--- config.mk ---
export PLATFORM = sky130hd
export DESIGN_NAME = ad56x8_dac_ctrl
export DESIGN_NICKNAME = d
export VERILOG_FILES = /design/src/rtl/ad56x8_dac_ctrl.sv
export SDC_FILE = /design/constraint.sdc
export NUM_CORES = 1
export LEC_CHECK = 0
export BUFFER_PORTS_ARGS = -buffer_cell sky130_fd_sc_hd__buf_2
export CAP_MARGIN = 5
export CORE_MARGIN = 2
export CORE_UTILIZATION = 50
export CTS_BUF_LIST = sky130_fd_sc_hd__clkbuf_2 sky130_fd_sc_hd__clkbuf_4 sky130_fd_sc_hd__clkbuf_8
export DETAILED_ROUTE_END_ITERATION = 10
export PLACE_DENSITY = 0.7
export SLEW_MARGIN = 30
export SYNTH_ARGS = -nofsm -noshare
export SYNTH_HDL_FRONTEND = slang
export SYNTH_SLANG_ARGS = --single-unit
--- constraint.sdc ---
create_clock -name clk -period 2.8 [get_ports clk]
set_clock_uncertainty 0.2 [all_clocks]
set_input_delay 0.56 -clock clk [delete_from_list [all_inputs] [get_ports clk]]
set_output_delay 0.56 -clock clk [all_outputs]
set_load 0.1 [all_outputs]
--- src/rtl/ad56x8_dac_ctrl.sv ---
// rtl/ad56x8_dac_ctrl.sv - SPI write controller for the AD5608/AD5618/AD5628 octal DAC family
module ad56x8_dac_ctrl #(
    parameter int          DATA_W    = 12,
    parameter int          CLK_DIV   = 50,
    parameter int          GAP_CYC   = 4,
    parameter logic [31:0] INIT_WORD = 32'h08000001,
    parameter bit          AUTO_INIT = 1'b1
) (
    input  logic              clk,
    input  logic              st_wrt,
    input  logic              req,
    output logic              ready,
    input  logic [3:0]        cmd,
    input  logic [3:0]        ch,
    input  logic [DATA_W-1:0] data_in,
    output logic              sclk,
    output logic              cs,
    output logic              mosi,
    output logic              done,
    output logic              err,
    output logic              init_done
);

    localparam int DIV_W = $clog2(CLK_DIV);
    localparam int GAP_W = (GAP_CYC > 1) ? $clog2(GAP_CYC) : 1;
    localparam int PAD_W = 20 - DATA_W;

    typedef enum logic [2:0] {
        S_RST,
        S_INIT,
        S_IDLE,
        S_SEND,
        S_GAP
    } state_t;

    state_t            state;
    // Bits still to be shifted out after the one currently on mosi.
    logic [30:0]       shreg;
    logic [5:0]        bit_cnt;
    logic [DIV_W-1:0]  div_cnt;
    logic [GAP_W-1:0]  gap_cnt;
    logic              is_init;
    logic              ch_ok;
    logic [31:0]       cmd_frame;

    // Channels 0..7 and the broadcast address 15 are the only ones the DAC decodes.
    assign ch_ok     = (ch[3] == 1'b0) || (ch == 4'hF);
    assign cmd_frame = {4'h0, cmd, ch, data_in, {PAD_W{1'b0}}};

    // Control FSM: init frame, command acceptance, bit serialisation and inter-frame gap.
    always_ff @(posedge clk or negedge st_wrt) begin
        if (!st_wrt) begin
            state     <= S_RST;
            shreg     <= '0;
            bit_cnt   <= '0;
            div_cnt   <= '0;
            gap_cnt   <= '0;
            is_init   <= 1'b0;
            ready     <= 1'b0;
            sclk      <= 1'b1;
            cs        <= 1'b1;
            mosi      <= 1'b0;
            done      <= 1'b0;
            err       <= 1'b0;
            init_done <= 1'b0;
        end else begin
            done <= 1'b0;
            err  <= 1'b0;
            case (state)
                S_RST: begin
                    if (AUTO_INIT) begin
                        state <= S_INIT;
                    end else begin
                        init_done <= 1'b1;
                        state     <= S_IDLE;
                    end
                end
                S_INIT: begin
                    shreg   <= INIT_WORD[30:0];
                    mosi    <= INIT_WORD[31];
                    cs      <= 1'b0;
                    sclk    <= 1'b1;
                    div_cnt <= '0;
                    bit_cnt <= '0;
                    is_init <= 1'b1;
                    state   <= S_SEND;
                end
                S_IDLE: begin
                    if (req && ready) begin
                        ready <= 1'b0;
                        if (ch_ok) begin
                            shreg   <= cmd_frame[30:0];
                            mosi    <= cmd_frame[31];
                            cs      <= 1'b0;
                            sclk    <= 1'b1;
                            div_cnt <= '0;
                            bit_cnt <= '0;
                            is_init <= 1'b0;
                            state   <= S_SEND;
                        end else begin
                            err <= 1'b1;
                        end
                    end else begin
                        ready <= 1'b1;
                    end
                end
                S_SEND: begin
                    if (div_cnt == DIV_W'(CLK_DIV - 1)) begin
                        div_cnt <= '0;
                        if (sclk) begin
                            // Falling edge: the DAC samples mosi here.
                            sclk <= 1'b0;
                        end else begin
                            sclk <= 1'b1;
                            if (bit_cnt == 6'd31) begin
                                // 32 bits sampled: close the frame on this rising edge.
                                cs      <= 1'b1;
                                mosi    <= 1'b0;
                                gap_cnt <= '0;
                                state   <= S_GAP;
                                if (is_init) begin
                                    init_done <= 1'b1;
                                end else begin
                                    done <= 1'b1;
                                end
                            end else begin
                                bit_cnt <= bit_cnt + 6'd1;
                                mosi    <= shreg[30];
                                shreg   <= {shreg[29:0], 1'b0};
                            end
                        end
                    end else begin
                        div_cnt <= div_cnt + DIV_W'(1);
                    end
                end
                S_GAP: begin
                    if (gap_cnt == GAP_W'(GAP_CYC - 1)) begin
                        ready <= 1'b1;
                        state <= S_IDLE;
                    end else begin
                        gap_cnt <= gap_cnt + GAP_W'(1);
                    end
                end
                default: state <= S_RST;
            endcase
        end
    end

endmodule

==> metrics.yaml <==
outcome: "complete, no violations"
max_freq_mhz: 452.4
drive_gt1_share_pct: 20.23
grt.overflow.total: 0
die_area_um2: 5861
crit_arrival_ns: 2.22
synthTopCellsByArea: "dfrtp_1 51%, mux2i_1 8.0%, o2bb2ai_1 6.3%"
netlist_area_um2: 2633
synth-seq-cells: 56
pin_count: 30
dr.pass1.iters: 4
path_delay_family: "simple AND/OR/NAND/NOR gates"
worst-setup-path-type: "reg -> reg"
grt_util_all_layers_pct: 18.03
postRouteAntennaNets: 0
maxCapViolations: 0
min_period_ns: 2.211
cp_num_buf_inv: 1
r2r-start: "div_cnt[1]$_DFFE_PN0P_"
antenna_found_initial: 0
gp_congestion: 0.8099
min_period_over_period_pct: 78.95
via_count: 1870
first_iter_violations: 113
cts-resized-gates: 0
die_w_um: 76.56
crit_chain: "inv_1, ha_1, nand4b_1, nor2_1, nand2_1, a31o_4, mux2_2"
synth.avg_cell_area_um2: 11.40
cts.clk_slew.worst_paths_ns: 0.10
hold_viol: 0
area_growth_pct: 12.45
start_util_pct: 51.54
yosysTopAreaCell: "dfrtp_1"
tightest_slew_ns: 0.6896
final-setup-viol-count: 0
clockBufferDepth: 2
slowest_stage: "dfrtp_1"
clock_latency_ns: 0.31
wl_mm: 4.784
rows: 26
drc: 0
worst-r2r-setup-slack_ns: 0.59
wl_per_cell_um: 14.41
io_buffers: 29
slew_violations: 0
setup_tns_ns: 0
grt_pass1_vias: 1830
numCtsBuffers: 5
cts_max_level: 2
hold_buffers: 0
fillers: 463
end_kind: "flop"
cellLeakagePower_nw: 1.433
syn_inst: 231
critPathMaxFanout: 32
vdd_drop_max_uv: 347.8
synth_top_area_share_pct: 51.33
dpl.cell_count: 324
slowest_delay_ns: 0.41
startpoint_type: "flop"
yosysUniqueCellTypes: 47
ys.warnings.count: 0
cp.required_ns: 2.81
reg2reg_to: "bit_cnt[0]$_DFFE_PN0P_"
die_height_um: 76.56
reg2regPathDepth: 7
post-dp-hpwl_mm: 3.297
grt_start_max_net_pins: 57
relSlewSlack_pct: 54.02
post_cts_buffers: 0
hold_class: "in -> async"
via_per_inst: 5.633
synth_fp_nets: 258
diodes: 0
cts_tree: "built"
power_density_nw_per_um2: 467.8
rsz0062_at_grt: "false"
ys_seq_area_share_pct: 53.33
nNetsFinal: 288
grt_pass1_wl_mm: 8.549
cts.sinks: 56
final_cells: 332
root_buffer: "clkbuf_8"
core_um2: 5107
## kinds of logic (layout without fill, tap and decap cells)
logic type,count (synthesis),count (layout),synth area share (%)
buffers and inverters,14,45,2.614
muxes,22,22,8.412
xor gates and xnor gates,1,1,0.3328
AOI/OAI and AO/OA,73,73,21.34
adders and majority gates,4,4,1.901
and+or+nand+nor,61,61,12.07
DFF,56,56,53.33
## stage by stage
stage	worst slack, ns	utilization [%]	cell area, um2	hold slack [ns]	total power, W
6_report	0.5895	57.96	2960	0.1741	0.001385
5_1_grt	0.4124	57.96	2960	0.2381	0.001437
4_1_cts	0.5706	57.96	2960	0.1947	0.001401
3_5_place_dp	0.3499	55.71	2845	0.2443	0.0008609
3_3_place_gp	0.4009	55.71	2845	0.2375	0.0008607
2_1_floorplan	0.2017	-	2633	0.06441	0.0008264
## worst max path at each step
| stage | slack, ns | startpoint | cells past startpoint | to |
|---|---|---|---|---|
| 6_report | 0.59 | div_cnt[1]$_DFFE_PN0P_ | 7 | bit_cnt[0]$_DFFE_PN0P_ |
| 5_1_grt | 0.41 | div_cnt[1]$_DFFE_PN0P_ | 7 | bit_cnt[0]$_DFFE_PN0P_ |
| 4_1_cts | 0.57 | div_cnt[1]$_DFFE_PN0P_ | 7 | bit_cnt[0]$_DFFE_PN0P_ |
| 3_5_place_dp | 0.35 | ch[2] | 6 | bit_cnt[0]$_DFFE_PN0P_ |
| 3_3_place_gp | 0.40 | ch[0] | 6 | bit_cnt[0]$_DFFE_PN0P_ |
| 2_1_floorplan | 0.20 | ready$_DFFE_PN0P_ | 6 | bit_cnt[1]$_DFFE_PN0P_ |
## flip-flops by register name, summed over array words and instances, names as in the netlist
signal     flops
ready          1
mosi           1
shreg         31
cs             1
gap_cnt        2
done           1
state          3
div_cnt        6
err            1
sclk           1
bit_cnt        6
init_done      1
is_init        1
## routing by layer
layer | global-route usage (%) | vias to the layer above | wire, um
met5 | 0 | - | 0
met4 | 4.909 | 0 | 58
met3 | 3.910 | 6 | 169
met2 | 27.08 | 31 | 2104
met1 | 26.61 | 899 | 2452
li1 | - | 934 | -
## power breakdown
group	leakage [nW]	internal (W)	switching [W]
Clock	0.0592	0.000280	0.000261
Combinational	0.634	0.0000128	0.0000223
Sequential	0.740	0.000808	0
Total	1.43	0.00110	0.000284
## placed cells by master, fill, tap and decap left out, types with 3 or more instances in the layout
| cell | n |
|---|---|
| buf_4 | 5 |
| o21ai_0 | 16 |
| o31ai_1 | 4 |
| a22o_1 | 12 |
| clkbuf_8 | 5 |
| ha_1 | 4 |
| inv_1 | 3 |
| nand2_1 | 15 |
| dfrtp_1 | 54 |
| mux2i_1 | 21 |
| a21oi_1 | 9 |
| nor2b_1 | 3 |
| nor2_1 | 16 |
| nand3_1 | 7 |
| o2bb2ai_1 | 19 |
| buf_2 | 29 |
## cells in the mapped netlist, drive strengths merged
library cell,n
dfrtp,54
mux2i,21
o2bb2ai,19
nor2,17
nand2,16
o21ai,16
a22o,12
a21oi,10
buf,9
nand3,7
ha,4
o31ai,4
inv,3
nand2b,3
nor2b,3
a21o,2
a31o,2
clkbuf,2
dfstp,2
nand4,2
nand4b,2
nor3,2
nor4,2
a2111oi,1
a31oi,1
a32oi,1
a41oi,1
and3,1
and3b,1
and4b,1
mux2,1
nor4b,1
nor4bb,1
o211ai,1
o221ai,1
o311ai,1
o31a,1
or2,1
or3,1
xor2,1
## cell type report
type | count | area, um2 | share of cell area [%]
sequential | 56 | 1404 | 47.42
clock buffer | 6 | 76.32 | 2.578
clock inverter | 2 | 38.79 | 1.310
tap | 70 | 87.58 | 2.959
timing repair buffer | 34 | 182.7 | 6.171
multi-input combinational | 161 | 1160 | 39.18
inverter | 3 | 11.26 | 0.3804
No activity file was read; power rests on OpenSTA's default activity.
